**config.mk**
```make
export PLATFORM = sky130hd
export DESIGN_NAME = alu_iter
export DESIGN_NICKNAME = d
export VERILOG_FILES = /design/src/rtl/alu_pkg.sv /design/src/rtl/div_step.sv /design/src/rtl/alu_iter.sv
export SDC_FILE = /design/constraint.sdc
export NUM_CORES = 1
export LEC_CHECK = 0
export ABC_AREA = 0
export BUFFER_PORTS_ARGS = -buffer_cell sky130_fd_sc_hd__buf_2
export CAP_MARGIN = 20
export CORE_UTILIZATION = 40
export DETAILED_ROUTE_END_ITERATION = 8
export SLEW_MARGIN = 10
export SYNTH_ARGS = -nofsm -noshare
export SYNTH_HDL_FRONTEND = slang
export SYNTH_HIERARCHICAL = 1
export SYNTH_SLANG_ARGS = --single-unit
```
**constraint.sdc**
```tcl
create_clock -name clk -period 8.74 [get_ports clk]
set_clock_uncertainty 0.1 [all_clocks]
set_input_delay 1.311 -clock clk [delete_from_list [all_inputs] [get_ports clk]]
set_output_delay 1.311 -clock clk [all_outputs]
set_load 0.01 [all_outputs]
```
**src/rtl/alu_pkg.sv**
```systemverilog
// Shared opcode values and state encoding for the iterative ALU.
package alu_pkg;

    localparam int OP_NOP  = 0;
    localparam int OP_ADD  = 1;
    localparam int OP_SUB  = 2;
    localparam int OP_DIV  = 3;
    localparam int OP_REM  = 4;
    localparam int OP_DIVS = 5;
    localparam int OP_REMS = 6;

    typedef enum logic [1:0] {
        S_IDLE = 2'd0,
        S_DIV  = 2'd1,
        S_DONE = 2'd2
    } state_e;

endpackage

```
**src/rtl/div_step.sv**
```systemverilog
// One restoring-division iteration: shift {rem,quot} left by one, trial
// subtract the divisor, keep the difference only if it is non-negative.
module div_step #(
    parameter int WIDTH = 32
) (
    input  logic [WIDTH-1:0] rem_i,
    input  logic [WIDTH-1:0] quot_i,
    input  logic [WIDTH-1:0] divisor_i,
    output logic [WIDTH-1:0] rem_o,
    output logic [WIDTH-1:0] quot_o
);

    logic [WIDTH:0] shifted;
    logic [WIDTH:0] trial;

    // The shifted remainder is below 2*divisor, so bit WIDTH of the
    // (WIDTH+1)-bit difference is a reliable sign bit.
    always_comb begin
        shifted = {rem_i, quot_i[WIDTH-1]};
        trial   = shifted - {1'b0, divisor_i};
        if (!trial[WIDTH]) begin
            rem_o  = trial[WIDTH-1:0];
            quot_o = {quot_i[WIDTH-2:0], 1'b1};
        end else begin
            rem_o  = shifted[WIDTH-1:0];
            quot_o = {quot_i[WIDTH-2:0], 1'b0};
        end
    end

endmodule

```
**src/rtl/alu_iter.sv**
```systemverilog
// Multi-cycle ALU: single-cycle ADD/SUB, bit-serial restoring DIV/REM.
// Optional feature macro: ALU_SIGNED_DIV_EN adds signed DIVS/REMS (opcodes
// 5/6); without it those opcodes behave as NOP.
//
// state  | meaning
// IDLE   | waiting for an operation, in_ready high
// DIV    | one quotient bit per clock, WIDTH clocks
// DONE   | result held with out_valid high until out_ready
module alu_iter
    import alu_pkg::*;
#(
    parameter int WIDTH  = 32,
    parameter int CTRL_W = 4
) (
    input  logic              clk,
    input  logic              rstn,
    input  logic              in_valid,
    output logic              in_ready,
    input  logic [CTRL_W-1:0] aluctrl,
    input  logic [WIDTH-1:0]  data_s,
    input  logic [WIDTH-1:0]  data_t,
    output logic              out_valid,
    input  logic              out_ready,
    output logic [WIDTH-1:0]  result,
    output logic              zero,
    output logic              dz
);

    localparam int CNT_W = $clog2(WIDTH + 1);

    state_e             state_q, state_d;
    logic [WIDTH-1:0]   rem_q, rem_d;
    logic [WIDTH-1:0]   quot_q, quot_d;
    logic [WIDTH-1:0]   divisor_q, divisor_d;
    logic [CNT_W-1:0]   cnt_q, cnt_d;
    logic               is_rem_q, is_rem_d;
    logic [WIDTH-1:0]   result_q, result_d;
    logic               zero_q, zero_d;
    logic               dz_q, dz_d;
`ifdef ALU_SIGNED_DIV_EN
    logic               neg_quot_q, neg_quot_d;
    logic               neg_rem_q, neg_rem_d;
`endif

    logic               op_add, op_sub, op_div, op_rem, op_signed;
    logic [WIDTH-1:0]   s_mag, t_mag;
    logic [WIDTH-1:0]   arith_res;
    logic [WIDTH-1:0]   dz_res;
    logic [WIDTH-1:0]   step_rem, step_quot;
    logic [WIDTH-1:0]   final_res;

    div_step #(.WIDTH(WIDTH)) u_div_step (
        .rem_i     (rem_q),
        .quot_i    (quot_q),
        .divisor_i (divisor_q),
        .rem_o     (step_rem),
        .quot_o    (step_quot)
    );

    // Opcode decode; signed variants fold onto the unsigned divider.
    always_comb begin
        op_add    = (aluctrl == CTRL_W'(OP_ADD));
        op_sub    = (aluctrl == CTRL_W'(OP_SUB));
        op_div    = (aluctrl == CTRL_W'(OP_DIV));
        op_rem    = (aluctrl == CTRL_W'(OP_REM));
        op_signed = 1'b0;
`ifdef ALU_SIGNED_DIV_EN
        if (aluctrl == CTRL_W'(OP_DIVS)) begin
            op_div    = 1'b1;
            op_signed = 1'b1;
        end
        if (aluctrl == CTRL_W'(OP_REMS)) begin
            op_rem    = 1'b1;
            op_signed = 1'b1;
        end
`endif
    end

    // Operand magnitudes, single-cycle results and divide-by-zero results.
    always_comb begin
        s_mag = (op_signed && data_s[WIDTH-1]) ? (~data_s + 1'b1) : data_s;
        t_mag = (op_signed && data_t[WIDTH-1]) ? (~data_t + 1'b1) : data_t;
        if (op_add) begin
            arith_res = data_s + data_t;
        end else if (op_sub) begin
            arith_res = data_s - data_t;
        end else begin
            arith_res = '0;
        end
        dz_res = op_div ? {WIDTH{1'b1}} : data_s;
    end

    // Value written on the last divide iteration, sign-corrected if needed.
    always_comb begin
        final_res = is_rem_q ? step_rem : step_quot;
`ifdef ALU_SIGNED_DIV_EN
        if (is_rem_q ? neg_rem_q : neg_quot_q) begin
            final_res = ~final_res + 1'b1;
        end
`endif
    end

    // Next-state and datapath update for the three-state controller.
    always_comb begin
        state_d   = state_q;
        rem_d     = rem_q;
        quot_d    = quot_q;
        divisor_d = divisor_q;
        cnt_d     = cnt_q;
        is_rem_d  = is_rem_q;
        result_d  = result_q;
        zero_d    = zero_q;
        dz_d      = dz_q;
`ifdef ALU_SIGNED_DIV_EN
        neg_quot_d = neg_quot_q;
        neg_rem_d  = neg_rem_q;
`endif
        unique case (state_q)
            S_IDLE: begin
                if (in_valid) begin
                    dz_d = 1'b0;
                    if (op_div || op_rem) begin
                        if (data_t == '0) begin
                            result_d = dz_res;
                            zero_d   = (dz_res == '0);
                            dz_d     = 1'b1;
                            state_d  = S_DONE;
                        end else begin
                            rem_d     = '0;
                            quot_d    = s_mag;
                            divisor_d = t_mag;
                            cnt_d     = CNT_W'(WIDTH);
                            is_rem_d  = op_rem;
`ifdef ALU_SIGNED_DIV_EN
                            neg_quot_d = op_signed && (data_s[WIDTH-1] ^ data_t[WIDTH-1]);
                            neg_rem_d  = op_signed && data_s[WIDTH-1];
`endif
                            state_d   = S_DIV;
                        end
                    end else begin
                        result_d = arith_res;
                        zero_d   = (arith_res == '0);
                        state_d  = S_DONE;
                    end
                end
            end
            S_DIV: begin
                rem_d  = step_rem;
                quot_d = step_quot;
                cnt_d  = cnt_q - 1'b1;
                if (cnt_q == CNT_W'(1)) begin
                    result_d = final_res;
                    zero_d   = (final_res == '0);
                    state_d  = S_DONE;
                end
            end
            S_DONE: begin
                if (out_ready) begin
                    state_d = S_IDLE;
                end
            end
            default: state_d = S_IDLE;
        endcase
    end

    // State and datapath registers; reset aborts any division in flight.
    always_ff @(posedge clk or negedge rstn) begin
        if (!rstn) begin
            state_q   <= S_IDLE;
            rem_q     <= '0;
            quot_q    <= '0;
            divisor_q <= '0;
            cnt_q     <= '0;
            is_rem_q  <= 1'b0;
            result_q  <= '0;
            zero_q    <= 1'b0;
            dz_q      <= 1'b0;
`ifdef ALU_SIGNED_DIV_EN
            neg_quot_q <= 1'b0;
            neg_rem_q  <= 1'b0;
`endif
        end else begin
            state_q   <= state_d;
            rem_q     <= rem_d;
            quot_q    <= quot_d;
            divisor_q <= divisor_d;
            cnt_q     <= cnt_d;
            is_rem_q  <= is_rem_d;
            result_q  <= result_d;
            zero_q    <= zero_d;
            dz_q      <= dz_d;
`ifdef ALU_SIGNED_DIV_EN
            neg_quot_q <= neg_quot_d;
            neg_rem_q  <= neg_rem_d;
`endif
        end
    end

    // in_ready is gated by rstn so it reads low for the whole reset window.
    always_comb begin
        in_ready  = rstn && (state_q == S_IDLE);
        out_valid = (state_q == S_DONE);
        result    = result_q;
        zero      = zero_q;
        dz        = dz_q;
    end

endmodule
```
After elaboration in Yosys (flattened, before gate mapping)
Index checks and enable logic that the tools add are counted.
{ "word_totals": {"out_inout_bits": 36, "regBits": 139} }
{ "classes": {"n_eq_ne": 13, "addsub": 4, "n_reduce_logical": 13, "n_bitwise": 1, "n_mux": 36} }
{ "op_table": {"columns": ["op", "n"], "rows": [
  ["$mux 32", 15],
  ["$pmux 32 s2", 3],
  ["$logic_not 32->1", 4],
  ["$sub 33x32->33", 1],
  ["$add 32x32->32", 1],
  ["$sub 32x32->32", 1],
  ["$mux 6", 3],
  ["$pmux 6 s2", 1],
  ["$reduce_and 4->1", 3],
  ["$mux 2", 5],
  ["$eq 4x2->1 const B", 2],
  ["$ne 2x2->1 const B", 4],
  ["$mux 1", 7],
  ["$eq 6x1->1 const B", 1],
  ["$pmux 2 s3", 1],
  ["$sub 6x1->6 const B", 1],
  ["$eq 4x1->1 const B", 1],
  ["$eq 4x3->1 const B", 1],
  ["$ne 3x3->1 const B", 1],
  ["$reduce_and 3->1", 1],
  ["$eq 2x1->1 const B", 1],
  ["$eq 2x2->1 const B", 1],
  ["$logic_not 2->1", 1],
  ["$ne 2x1->1 const B", 1],
  ["6 further kinds", 6]
]} }

Logic depth before layout (Yosys ltp)
Gate-level depths: netlist of run 1.
{ "logic_depth": {"depth_word": 7, "ltp_mapped": 24} }

Modules after synthesis
Netlist of run 1, hierarchy kept.
{ "by_module_without_submodules": {"columns": ["module", "instances", "area_per_inst_um2", "cells_each"], "rows": [
  ["alu_iter", 1, 10535.1, 1275],
  ["div_step", 1, 2591.2, 336]
]} }

Worst setup path before layout of run 1
OpenSTA, ideal clock, no wires.
{ "synth_path": {"path_type": "reg2reg", "start": "register quot_q[31]", "end": "register zero_q, in the netlist zero", "synth_period_minus_slack_ns": 4.632, "stages_incl_launch_ff": 24, "t_arrival_ns": 4.468, "setup_time_ns": 0.064, "path_buffers": 2, "path_slack_ns": 4.108, "required_time_ns": 8.576, "path_cell_list": "dfrtp_1 -> inv_1 -> ha_1 -> fa_1 -> and2b_2 -> o2111ai_2 -> a21oi_2 -> o2111ai_1 -> a211oi_2 -> nor2_4 -> mux2i_4 -> and2_4 -> buf_12 -> inv_8 -> buf_12 -> mux2_4 -> mux2_2 -> nor4_1 -> and4b_1 -> nand4bb_1 -> o41ai_1 -> nor2_1 -> a21oi_1 -> a21o_1"} }
{ "synth_between": {"elab_chain_cells": 6} }
{ "synth_lines": {"columns": ["element", "line_no", "rtl"], "rows": [
  ["start, declared", "alu_iter.sv:33", "logic [WIDTH-1:0] quot_q, quot_d;"],
  ["start signal, assigned", "alu_iter.sv:185", "quot_q <= quot_d;"],
  ["$sub 33x32->33", "div_step.sv:20", "trial = shifted - {1'b0, divisor_i};"],
  ["$mux 1", "div_step.sv:21", "if (!trial[WIDTH]) begin"],
  ["via step_quot[0]", "alu_iter.sv:49", "logic [WIDTH-1:0] step_rem, step_quot;"],
  ["$mux 32", "alu_iter.sv:95", "final_res = is_rem_q ? step_rem : step_quot;"],
  ["$logic_not 32->1", "alu_iter.sv:153", "zero_d = (final_res == '0);"],
  ["$mux 1", "alu_iter.sv:151", "if (cnt_q == CNT_W'(1)) begin"],
  ["$pmux 1 s2", "alu_iter.sv:118", "unique case (state_q)"],
  ["end signal, assigned", "alu_iter.sv:190", "zero_q <= zero_d;"],
  ["end, declared", "alu_iter.sv:38", "logic zero_q, zero_d;"]
]} }
The timed path passes the listed nets, and every way through them passes these cells. The select of a mux whose other input is x is not followed.
A chain may end at the register's enable or synchronous reset.

Final worst setup path of run 1
{ "layout_path": {"start": "register divisor_q[0]", "end": "register zero_q, in the netlist zero"} }
{ "layout_between": {"elab_chain_cells": 6} }
{ "layout_lines": {"columns": ["element", "line_no", "rtl"], "rows": [
  ["start, declared", "alu_iter.sv:34", "logic [WIDTH-1:0] divisor_q, divisor_d;"],
  ["start signal, assigned", "alu_iter.sv:186", "divisor_q <= divisor_d;"],
  ["$sub 33x32->33", "div_step.sv:20", null],
  ["$mux 1", "div_step.sv:21", null],
  ["via step_quot[0]", "alu_iter.sv:49", null],
  ["$mux 32", "alu_iter.sv:95", null],
  ["$logic_not 32->1", "alu_iter.sv:153", null],
  ["$mux 1", "alu_iter.sv:151", null],
  ["$pmux 1 s2", "alu_iter.sv:118", null]
]} }
The timed path passes the listed nets, and every way through them passes these cells. The select of a mux whose other input is x is not followed.

==> results.tsv, run 1 <==
stage	metric	value	unit
synthesis	synthesized area	13100	um2
cts	Clk Latency, worst-skew pair	0.44	ns
final_layout	final design utilization	0.450	
setup_path	R2R cell count	21	
synthesis	Distinct cells, synth	100	
synthesis	post-synthesis average cell area	8.15	um2
pwr	Reg power frac	0.236	
synthesis	Main synth FF type	dfrtp_1	
synthesis	ranking of synthesized cells by area	dfrtp_1 (26%), ha_1 (9.2%), a21oi_1 (4.4%), o21ai_0 (4.1%), nand2_1 (4.1%)	
synthesis	Mapped Cells	1611	
sta	worst slew pin tran	1.10	ns
setup_path	Crit. End Element	flop	
pwr	PwrDens	351	nW/um2
final_layout	share of layout cells above drive strength 1	0.150	
sta	unrepaired setup endpoints after global routing	false	
pwr	Sw Ratio	0.455	
die	core area	31900	um2
min_path	hold endpoint	divisor_q[25]	
detailed_routing	DR vias	12800	
pwr	Clock Power Share	0.154	
sta	crit share post-route	0.643	
sta	Fin Setup TNS	0	ns
synthesis	Synth warnings	6	
place	Final HPWL DP	34600	um
pwr	Psw	0.00229	W
pwr	Gate power share	0.610	
sta	Pins Over Slew Limit	0	
setup_path	critical path launch point type	flop	
synthesis	async set-or-reset flop fraction in the synthesized netlist	1.00	
detailed_routing	WL met3	2910	um
setup_path	critical path class	reg -> reg	
sta	crit path time final	5.62	ns
setup_path	Slowest-stage cell, CP	o41ai_1	
setup_path	FF-to-FF Start	divisor_q[0]	
setup_path	arrival time worst endpoint	5.90	ns
detailed_routing	Top Layer Used	met4	
setup_path	r2r setup slk	3.12	ns
pwr	power consumption	0.00504	W
cts	CTS buffer count	17	
detailed_routing	met2 wire length	20600	um
cts	post-cts resize count	0	
setup_path	CP Data Required Time	9.02	ns
setup_path	Crit path largest cell delay	0.51	ns
cts	clk sinks	139	
die	Site Rows	65	
pwr	VDD IR max	0.155	mV
pwr	Leak	6.34	nW
sta	Fmax	178	MHz
min_path	Tightest Hold Check Type	reg -> reg	
synthesis	Synth area leader	dfrtp_1	
synthesis	top cell type's share of synthesized area	0.265	
detailed_routing	First-pass DRT Iterations	6	
cts	clock buffer depth	2	
detailed_routing	Post-route DRC	0	
detailed_routing	wl on met1	21100	um
setup_path	Crit Path Max Fanout	25	
synthesis	syn nets	1783	
cts	depth of the CTS H-tree	4	
die	Die Span Y	183	um
synthesis	Post-synth EDFFs	0	
cts	Setup Buffers After CTS	0	
final_layout	Layout area overhead	9.18	%
setup_path	Critical Path, Cell by Cell	ha_1, fa_1, and2b_2, o2111ai_2, a21oi_2, o2111ai_1, a211oi_2, nor2_4, mux2i_4, and2_4, inv_8, mux2_4, mux2i_1, nand4_1, nor4_1, and4b_1, nand4bb_1, o41ai_1, nor2_1, a21oi_1, a21o_1	
pwr	Int Pwr	0.00275	W
cts	Clock Pin Slew Worst Setup and Hold Paths	0.06	ns
run_status	outcome	completed	
detailed_routing	Vias per Instance	6.18	
global_route	vias in the first global route	11900	
die	chip width	183	um
detailed_routing	final WL	45600	um
final_layout	Antenna Cells	0	
die	Initial Utilization	0.412	
global_route	gr usage total	0.272	
flow_run	max-cap viol count	0	
sta	final hold slack	0.375	ns
global_route	GRT overflow	0	
setup_path	Critical R2R Capture	zero	
place	Final GP Congestion	0.906	
global_route	largest net degree at the start of global routing	84	
die	I/O pin cnt	108	
sta	Final setup viols	0	
synthesis	FF+latch count, synth	139	
sta	Rel. slew slack	0.269	
cts	root buf cell	clkbuf_16	
die	die area	33500	um2
cts	Post-CTS Hold Buffers	0	
detailed_routing	antenna-violating nets left	0	
sta	Fin. Hold Viols	0	
cts	TritonCTS clock tree	yes	
min_path	HP Start	divisor_q[25]	
detailed_routing	DRT iter0 DRCs	1093	
min_path	hold path depth	2	
global_route	antenna violations before repair	0	
global_route	first-pass GRT wire length	70100	um
place	port bufs	107	
synthesis	register area share after synthesis	0.265	
detailed_routing	mean routed wirelength per cell	22.0	um
final_layout	Final nets	1797	
cell type report:
class | instances | area [um2]
Clock inverter | 9 | 134
Multi-Input combinational cell | 1237 | 8600
Sequential cell | 139 | 3480
Clock buffer | 23 | 498
Tap cell | 435 | 544
Timing Repair Buffer | 120 | 659
Fill cell | 3253 | 17500
Inverter | 110 | 420
per-stage QoR:
stage	worst slack, ns	area [um2]	instances
global route	2.85	14300	2073
floorplan	4.11	13100	1611
finish	3.12	14300	2073
detailed placement	3.15	13700	2040
CTS	3.10	14300	2072
global placement	3.17	13700	2040
cells in the mapped netlist, types with 19 or more instances:
cell type and count:
a211oi_1 19, a21o_1 33, a21oi_1 115, a22o_1 33, a31oi_1 43, buf_4 35, clkbuf_1 68, dfrtp_1 139
ha_1 97, inv_1 105, mux2_2 34, mux2_4 19, mux2i_1 25, nand2_1 142, nand3_1 30, nor2_1 122
nor3_1 33, nor4_1 30, o21ai_0 107, o221ai_1 20, xnor2_1 21
power groups by stage:
stage,combinational [W],sequential (W),clock [W]
2_1_floorplan,0.00246,0.00112,0
3_5_place_dp,0.00300,0.00119,0
6_report,0.00307,0.00119,0.000775
5_1_grt,0.00334,0.00122,0.000809
4_1_cts,0.00303,0.00118,0.000782
3_3_place_gp,0.00298,0.00118,0
worst max path at each step:
stage                       from  endpoint  slack, ns  cells past startpoint
floorplan             quot_q[31]      zero       4.11                     23
global placement    divisor_q[0]      zero       3.17                     21
detailed placement    quot_q[31]      zero       3.15                     22
CTS                   quot_q[31]      zero       3.10                     22
global route          quot_q[31]      zero       2.85                     22
finish              divisor_q[0]      zero       3.12                     21
routing by layer:
| metal | global-route usage | vias up |
|---|---|---|
| li1 | - | 5935 |
| met1 | 0.396 | 6290 |
| met2 | 0.424 | 526 |
| met3 | 0.0264 | 51 |
| met4 | 0.0787 | 0 |
| met5 | 0 | - |
flip-flops by register name, summed over array words and instances, names as in the netlist:
| name | flops |
|---|---|
| is_rem_q | 1 |
| zero | 1 |
| quot_q | 32 |
| result | 32 |
| state_q | 2 |
| cnt_q | 6 |
| divisor_q | 32 |
| dz | 1 |
| rem_q | 32 |
critical path, delay by kind of cell, from the launching register on:
| kind | cells | cell delay [ns] |
|---|---|---|
| flip-flops | 1 | 0.45 |
| buffers and inverters | 1 | 0.13 |
| AO/OA/AOI/OAI | 7 | 1.68 |
| multiplexers | 3 | 0.97 |
| adder cells (fa/ha/maj) | 2 | 0.64 |
| AND/OR/NAND/NOR | 8 | 1.57 |
cells in the final DEF, fill, tap and decap left out, types with 34 or more instances in the layout:
cell / synthesis / routed
o21ai_0: 107 / 107
nor2_1: 122 / 121
mux2_2: 34 / 34
dfrtp_1: 139 / 138
nand2_1: 142 / 141
buf_2: 7 / 106
a21oi_1: 115 / 114
inv_1: 105 / 105
ha_1: 97 / 97
a31oi_1: 43 / 43
cells by family (layout without fill, tap and decap cells):
logic type               Yosys count  count (layout)  synth area share
multiplexers                      79              79            0.0717
flip-flops                       139             139             0.265
XOR/XNOR                          38              38            0.0254
adder cells (fa/ha/maj)          101             101            0.0978
AND/OR/NAND/NOR                  464             464             0.172
AO/OA/AOI/OAI                    555             555             0.283
buffers and inverters            235             262            0.0844
(Power assumes the default switching activity.)
==> inputs of run 2 (changes only) <==
clock period = 4.79 ns   (was 8.74 ns; I/O delays follow)
==> run 2 against run 1 <==
  * Final cell count is 3.5% higher
  * Register-to-register slack worse by 2.9 ns
  * Non-clock buffer count is 72 higher
  * Worst hold slack worse by 0.28 ns
==> results.tsv, run 2 (synthesized netlist as in run 1, its figures left out) <==
stage	metric	value	unit	change
global_route	vias in the first global route	12300		+3.3%
pwr	VDD IR max	0.285	mV	+84%
die	Initial Utilization	0.412		unchanged
setup_path	Critical Path, Cell by Cell	inv_1, ha_2, fa_2, and2b_2, o2111ai_2, a21oi_2, o2111ai_2, a211oi_2, nor2_4, mux2i_4, and2_4, clkinv_8, buf_6, mux2_2, mux2i_1, and4_1, and4b_1, nand4bb_1, o41ai_2, nor2_1, a21oi_1, a21o_1		
cts	TritonCTS clock tree	yes		
setup_path	Crit. End Element	flop		
cts	depth of the CTS H-tree	4		unchanged
setup_path	Crit Path Max Fanout	12		-52%
die	Die Span Y	183	um	unchanged
setup_path	Slowest-stage cell, CP	mux2_2		
cts	Clock Pin Slew Worst Setup and Hold Paths	0.06	ns	about the same
detailed_routing	mean routed wirelength per cell	22.0	um	about the same
setup_path	CP Buf/Inv Count	3		+2
sta	crit path time final	4.61	ns	-1.01 ns
sta	Fin. Hold Viols	0		unchanged
min_path	Tightest Hold Check Type	in -> async		
final_layout	Layout area overhead	13.6	%	
place	port bufs	107		unchanged
die	core area	31900	um2	unchanged
setup_path	Crit path largest cell delay	0.37	ns	-0.14 ns
detailed_routing	Post-route DRC	0		unchanged
sta	Fin Setup TNS	0	ns	unchanged
cts	clk sinks	139		unchanged
global_route	GRT overflow	0		unchanged
place	Final HPWL DP	36600	um	+5.9%
global_route	gr usage total	0.282		+0.0100
place	Final GP Congestion	0.944		+4.2%
die	I/O pin cnt	108		unchanged
sta	Fmax	217	MHz	+22%
sta	Rel. slew slack	0.328		+0.0592
sta	worst slew pin tran	0.999	ns	-0.0980 ns
pwr	power consumption	0.00974	W	+93%
detailed_routing	final WL	47100	um	+3.4%
cts	Post-CTS Hold Buffers	0		unchanged
final_layout	Final nets	1869		+4.0%
final_layout	Antenna Cells	0		unchanged
sta	Final setup viols	0		unchanged
final_layout	commonest non-fill, non-tap cell in the layout	nand2_1		
cts	root buf cell	clkbuf_16		
detailed_routing	DRT iter0 DRCs	1281		+17%
sta	crit share post-route	0.963		+0.319
cts	clock buffer depth	2		unchanged
setup_path	critical path class	reg -> reg		
global_route	antenna violations before repair	2		+2
final_layout	final design utilization	0.468		+0.0182
setup_path	CP Data Required Time	5.06	ns	-3.96 ns
cts	Clk Latency, worst-skew pair	0.43	ns	about the same
setup_path	arrival time worst endpoint	4.88	ns	-1.02 ns
setup_path	critical path launch point type	flop		
die	die area	33500	um2	unchanged
global_route	largest net degree at the start of global routing	72		-14%
global_route	first-pass GRT wire length	72300	um	+3.2%
die	Site Rows	65		unchanged
sta	setup ws final	0.180	ns	-2.94 ns
cts	CTS buffer count	17		unchanged
setup_path	crit-path most repeated cell	o2111ai_2		
detailed_routing	DR vias	13000		+1.6%
flow_run	max-cap viol count	0		unchanged
pwr	PwrDens	653	nW/um2	+86%
place	worst slack at placement	-0.0840	ns	-3.23 ns
final_layout	most frequent cells in the layout	nand2_1 (141), dfrtp_1 (138), nor2_1 (121), a21oi_1 (114), o21ai_0 (107)		
sta	unrepaired setup endpoints after global routing	true		
detailed_routing	Vias per Instance	6.06		-1.8%
setup_path	CP delay by family, top	compound AO/OA/AOI/OAI gates		
detailed_routing	antenna-violating nets left	0		unchanged
die	chip width	183	um	unchanged
detailed_routing	First-pass DRT Iterations	7		+1
pwr	Leak	6.68	nW	+5.5%
final_layout	share of layout cells above drive strength 1	0.191		+0.0410
sta	Pins Over Slew Limit	0		unchanged
run_status	outcome	completed		
run 2: final cells by class:
class	instances	area, um2
Clock buffer	23	498
Sequential cell	139	3480
Inverter	110	425
Fill cell	3218	17000
Multi-Input combinational cell	1237	8650
Tap cell	435	544
Timing Repair Buffer	192	1180
Clock inverter	9	135
run 2: what timing repair did:
action,in CTS,in global routing
endpoints found under the hold margin,0,0
gates cloned,0,0
gates resized for setup,3,9
setup buffers,3,1
pin swaps,3,5
endpoints found under the setup margin,1,1
run 2: worst paths after layout:
| check | startpoint | end | slack [ns] | cells past startpoint |
|---|---|---|---|---|
| min in group clk | divisor_q[26] | divisor_q[26] | 0.38 | 2 |
| setup reg to reg | quot_q[31] | zero | 0.18 | 22 |
| hold reg to reg | divisor_q[26] | divisor_q[26] | 0.38 | 2 |
| hold / removal | rstn | result[12] | 0.09 | 1 |
| max in group asynchronous | rstn | is_rem_q | 2.74 | 3 |
| setup / recovery | quot_q[31] | zero | 0.18 | 22 |
run 2: report_power, final:
part | switching (W) | internal (W) | total [W]
Clock | 0.000524 | 0.000889 | 0.00141
Sequential | 0.000440 | 0.00171 | 0.00215
Combinational | 0.00337 | 0.00281 | 0.00618
Total | 0.00434 | 0.00540 | 0.00974
run 2: metal layers:
| metal | wire [um] | global-route usage | vias up | part of all wire |
|---|---|---|---|---|
| met3 | 3450 | 0.0365 | 72 | 0.073 |
| li1 | - | - | 6092 | - |
| met2 | 21300 | 0.442 | 571 | 0.45 |
| met5 | 0 | 0 | - | 0 |
| met4 | 1320 | 0.0940 | 0 | 0.028 |
| met1 | 21000 | 0.399 | 6272 | 0.45 |
run 2: metrics by stage:
step	hold slack, ns	cell area, um2	instances
2_1_floorplan	0.323	13100	1611
3_3_place_gp	0.362	14200	2109
3_5_place_dp	0.370	14200	2109
4_1_cts	0.0928	14900	2144
5_1_grt	0.109	14900	2145
6_report	0.0912	14900	2145
==> inputs of run 3 (changes only) <==
PLACE_DENSITY = 0.55   (was unset)
==> run 3 against run 2 <==
  * Combinational power grew 2%
  * Clock-buffer cell count up 1
  * Global-route usage is 0.93 points higher
  * Via count is 0.45% lower
  * Non-clock buffer count up 16
==> results.tsv, run 3 (synthesized netlist as in run 1, its figures left out) <==
stage	metric	value	unit	change
global_route	GRT overflow	0		unchanged
sta	Rel. slew slack	0.314		-0.0135
setup_path	Crit. End Element	flop		
global_route	largest net degree at the start of global routing	75		+4.2%
setup_path	FF-to-FF Start	quot_q[31]		
final_layout	Antenna Cells	0		unchanged
pwr	PwrDens	648	nW/um2	-0.81%
sta	Fmax	214	MHz	-1.2%
die	Site Rows	65		unchanged
die	Initial Utilization	0.412		unchanged
sta	worst slew pin tran	1.02	ns	+0.0201 ns
die	chip width	183	um	unchanged
cts	Post-CTS Hold Buffers	0		unchanged
final_layout	Final nets	1885		+0.86%
setup_path	CP Buf/Inv Count	3		unchanged
setup_path	Critical Path, Cell by Cell	inv_1, ha_2, fa_2, and2b_2, o2111ai_4, a21oi_2, o2111ai_2, a211oi_2, nor2_4, mux2i_4, and2_4, clkinv_8, mux2_4, mux2_2, nor4_2, buf_4, and4b_1, nand4bb_1, o41ai_2, nor2_1, a21oi_1, a21o_1		
sta	final hold slack	0.169	ns	+0.0781 ns
sta	Pins Over Slew Limit	0		unchanged
detailed_routing	DRT iter0 DRCs	1081		-16%
setup_path	Slowest-stage cell, CP	fa_2		
cts	CTS buffer count	17		unchanged
setup_path	Crit path largest cell delay	0.39	ns	+0.02 ns
detailed_routing	antenna-violating nets left	0		unchanged
cts	clk sinks	139		unchanged
sta	unrepaired setup endpoints after global routing	true		
sta	crit share post-route	0.974		+0.0112
detailed_routing	mean routed wirelength per cell	22.3	um	+1.7%
final_layout	share of layout cells above drive strength 1	0.196		+0.00471
detailed_routing	Post-route DRC	0		unchanged
place	Final GP Congestion	0.920		-2.6%
setup_path	critical path launch point type	flop		
detailed_routing	final WL	48300	um	+2.5%
sta	Fin. Hold Viols	0		unchanged
sta	crit path time final	4.66	ns	+0.0537 ns
setup_path	CP startpoint	quot_q[31]		
pwr	Int Pwr	0.00533	W	-1.4%
pwr	Clock Power Share	0.130		-0.015
cts	clock buffer depth	2		unchanged
setup_path	arrival time worst endpoint	4.94	ns	+0.06 ns
flow_run	max-cap viol count	0		unchanged
run_status	outcome	completed		
cts	Clk Latency, worst-skew pair	0.44	ns	about the same
pwr	Gate power share	0.648		+0.013
sta	Final setup viols	0		unchanged
pwr	Reg power frac	0.222		+0.002
sta	setup ws final	0.126	ns	-0.0537 ns
global_route	first-pass GRT wire length	74000	um	+2.3%
die	core area	31900	um2	unchanged
cts	root buf cell	clkbuf_16		
final_layout	Layout Cells excl Fill	2160		+0.70%
final_layout	Layout area overhead	13.9	%	
setup_path	CP delay by family, top	compound AO/OA/AOI/OAI gates		
place	port bufs	107		unchanged
setup_path	Crit Path Max Fanout	11		-1
pwr	VDD IR max	0.338	mV	+18%
place	worst slack at placement	-0.0945	ns	-0.0105 ns
pwr	Sw Ratio	0.450		+0.00502
cts	Clock Pin Slew Worst Setup and Hold Paths	0.06	ns	about the same
detailed_routing	First-pass DRT Iterations	5		-2
final_layout	commonest non-fill, non-tap cell in the layout	nand2_1		
die	die area	33500	um2	unchanged
place	Cells after DPL	2125		+0.76%
cts	depth of the CTS H-tree	4		unchanged
detailed_routing	DR vias	12900		-0.45%
min_path	Tightest Hold Check Type	in -> async		
die	Die Span Y	183	um	unchanged
cts	TritonCTS clock tree	yes		
setup_path	critical path class	reg -> reg		
global_route	vias in the first global route	12400		+0.89%
final_layout	most frequent cells in the layout	nand2_1 (140), dfrtp_1 (138), nor2_1 (121), a21oi_1 (114), o21ai_0 (107)		
pwr	Psw	0.00436	W	+0.60%
global_route	gr usage total	0.291		+0.00930
pwr	Leak	6.73	nW	+0.64%
global_route	antenna violations before repair	2		unchanged
detailed_routing	Vias per Instance	5.99		-1.1%
place	Final HPWL DP	37500	um	+2.5%
setup_path	CP Data Required Time	5.07	ns	about the same
sta	Fin Setup TNS	0	ns	unchanged
die	I/O pin cnt	108		unchanged
[run 3: per-layer routing]
metal | vias to the layer above | GRT usage | wire [um]
li1 | 6119 | - | -
met2 | 488 | 0.431 | 20600
met5 | - | 0 | 0
met3 | 84 | 0.0369 | 2960
met1 | 6257 | 0.426 | 22900
met4 | 0 | 0.117 | 1800
[run 3: worst paths after layout]
path,slack (ns),to,cells past startpoint
worst min-delay path,0.17,result[3],1
min in group clk,0.37,divisor_q[11],2
max in group asynchronous,2.93,divisor_q[23],2
worst max-delay path,0.13,zero,22
worst max register to register,0.13,zero,22
worst min register to register,0.37,divisor_q[11],2
[run 3: power by group through the flow]
stage,logic [W],clock network (W),registers [W]
final,0.00628,0.00126,0.00215
after global routing,0.00683,0.00133,0.00221
after CTS,0.00612,0.00128,0.00214
after detailed placement,0.00603,0,0.00215
after global placement,0.00601,0,0.00215
after floorplan,0.00449,0,0.00203
[run 3: repair_timing]
| action | in CTS | in global routing |
|---|---|---|
| setup endpoints to repair | 1 | 1 |
| buffers inserted | 1 | 3 |
| gates resized for setup | 3 | 8 |
| pin swaps | 2 | 8 |
[run 3: final cells by class]
cell class / instances / area (um2)
well taps: 435 / 544
inverters: 110 / 425
clock buffers: 24 / 482
flip-flops and latches: 139 / 3480
fillers: 3279 / 16900
repair buffers: 208 / 1320
multi-input cells: 1237 / 8640
clock inverters: 7 / 67.6
[run 3: per-stage QoR]
| stage | cell area, um2 | power (W) | util |
|---|---|---|---|
| 2_1_floorplan | 13100 | 0.00653 | - |
| 3_3_place_gp | 14300 | 0.00816 | 0.449 |
| 3_5_place_dp | 14300 | 0.00819 | 0.449 |
| 4_1_cts | 14900 | 0.00954 | 0.467 |
| 5_1_grt | 15000 | 0.0104 | 0.469 |
| 6_report | 15000 | 0.00969 | 0.469 |
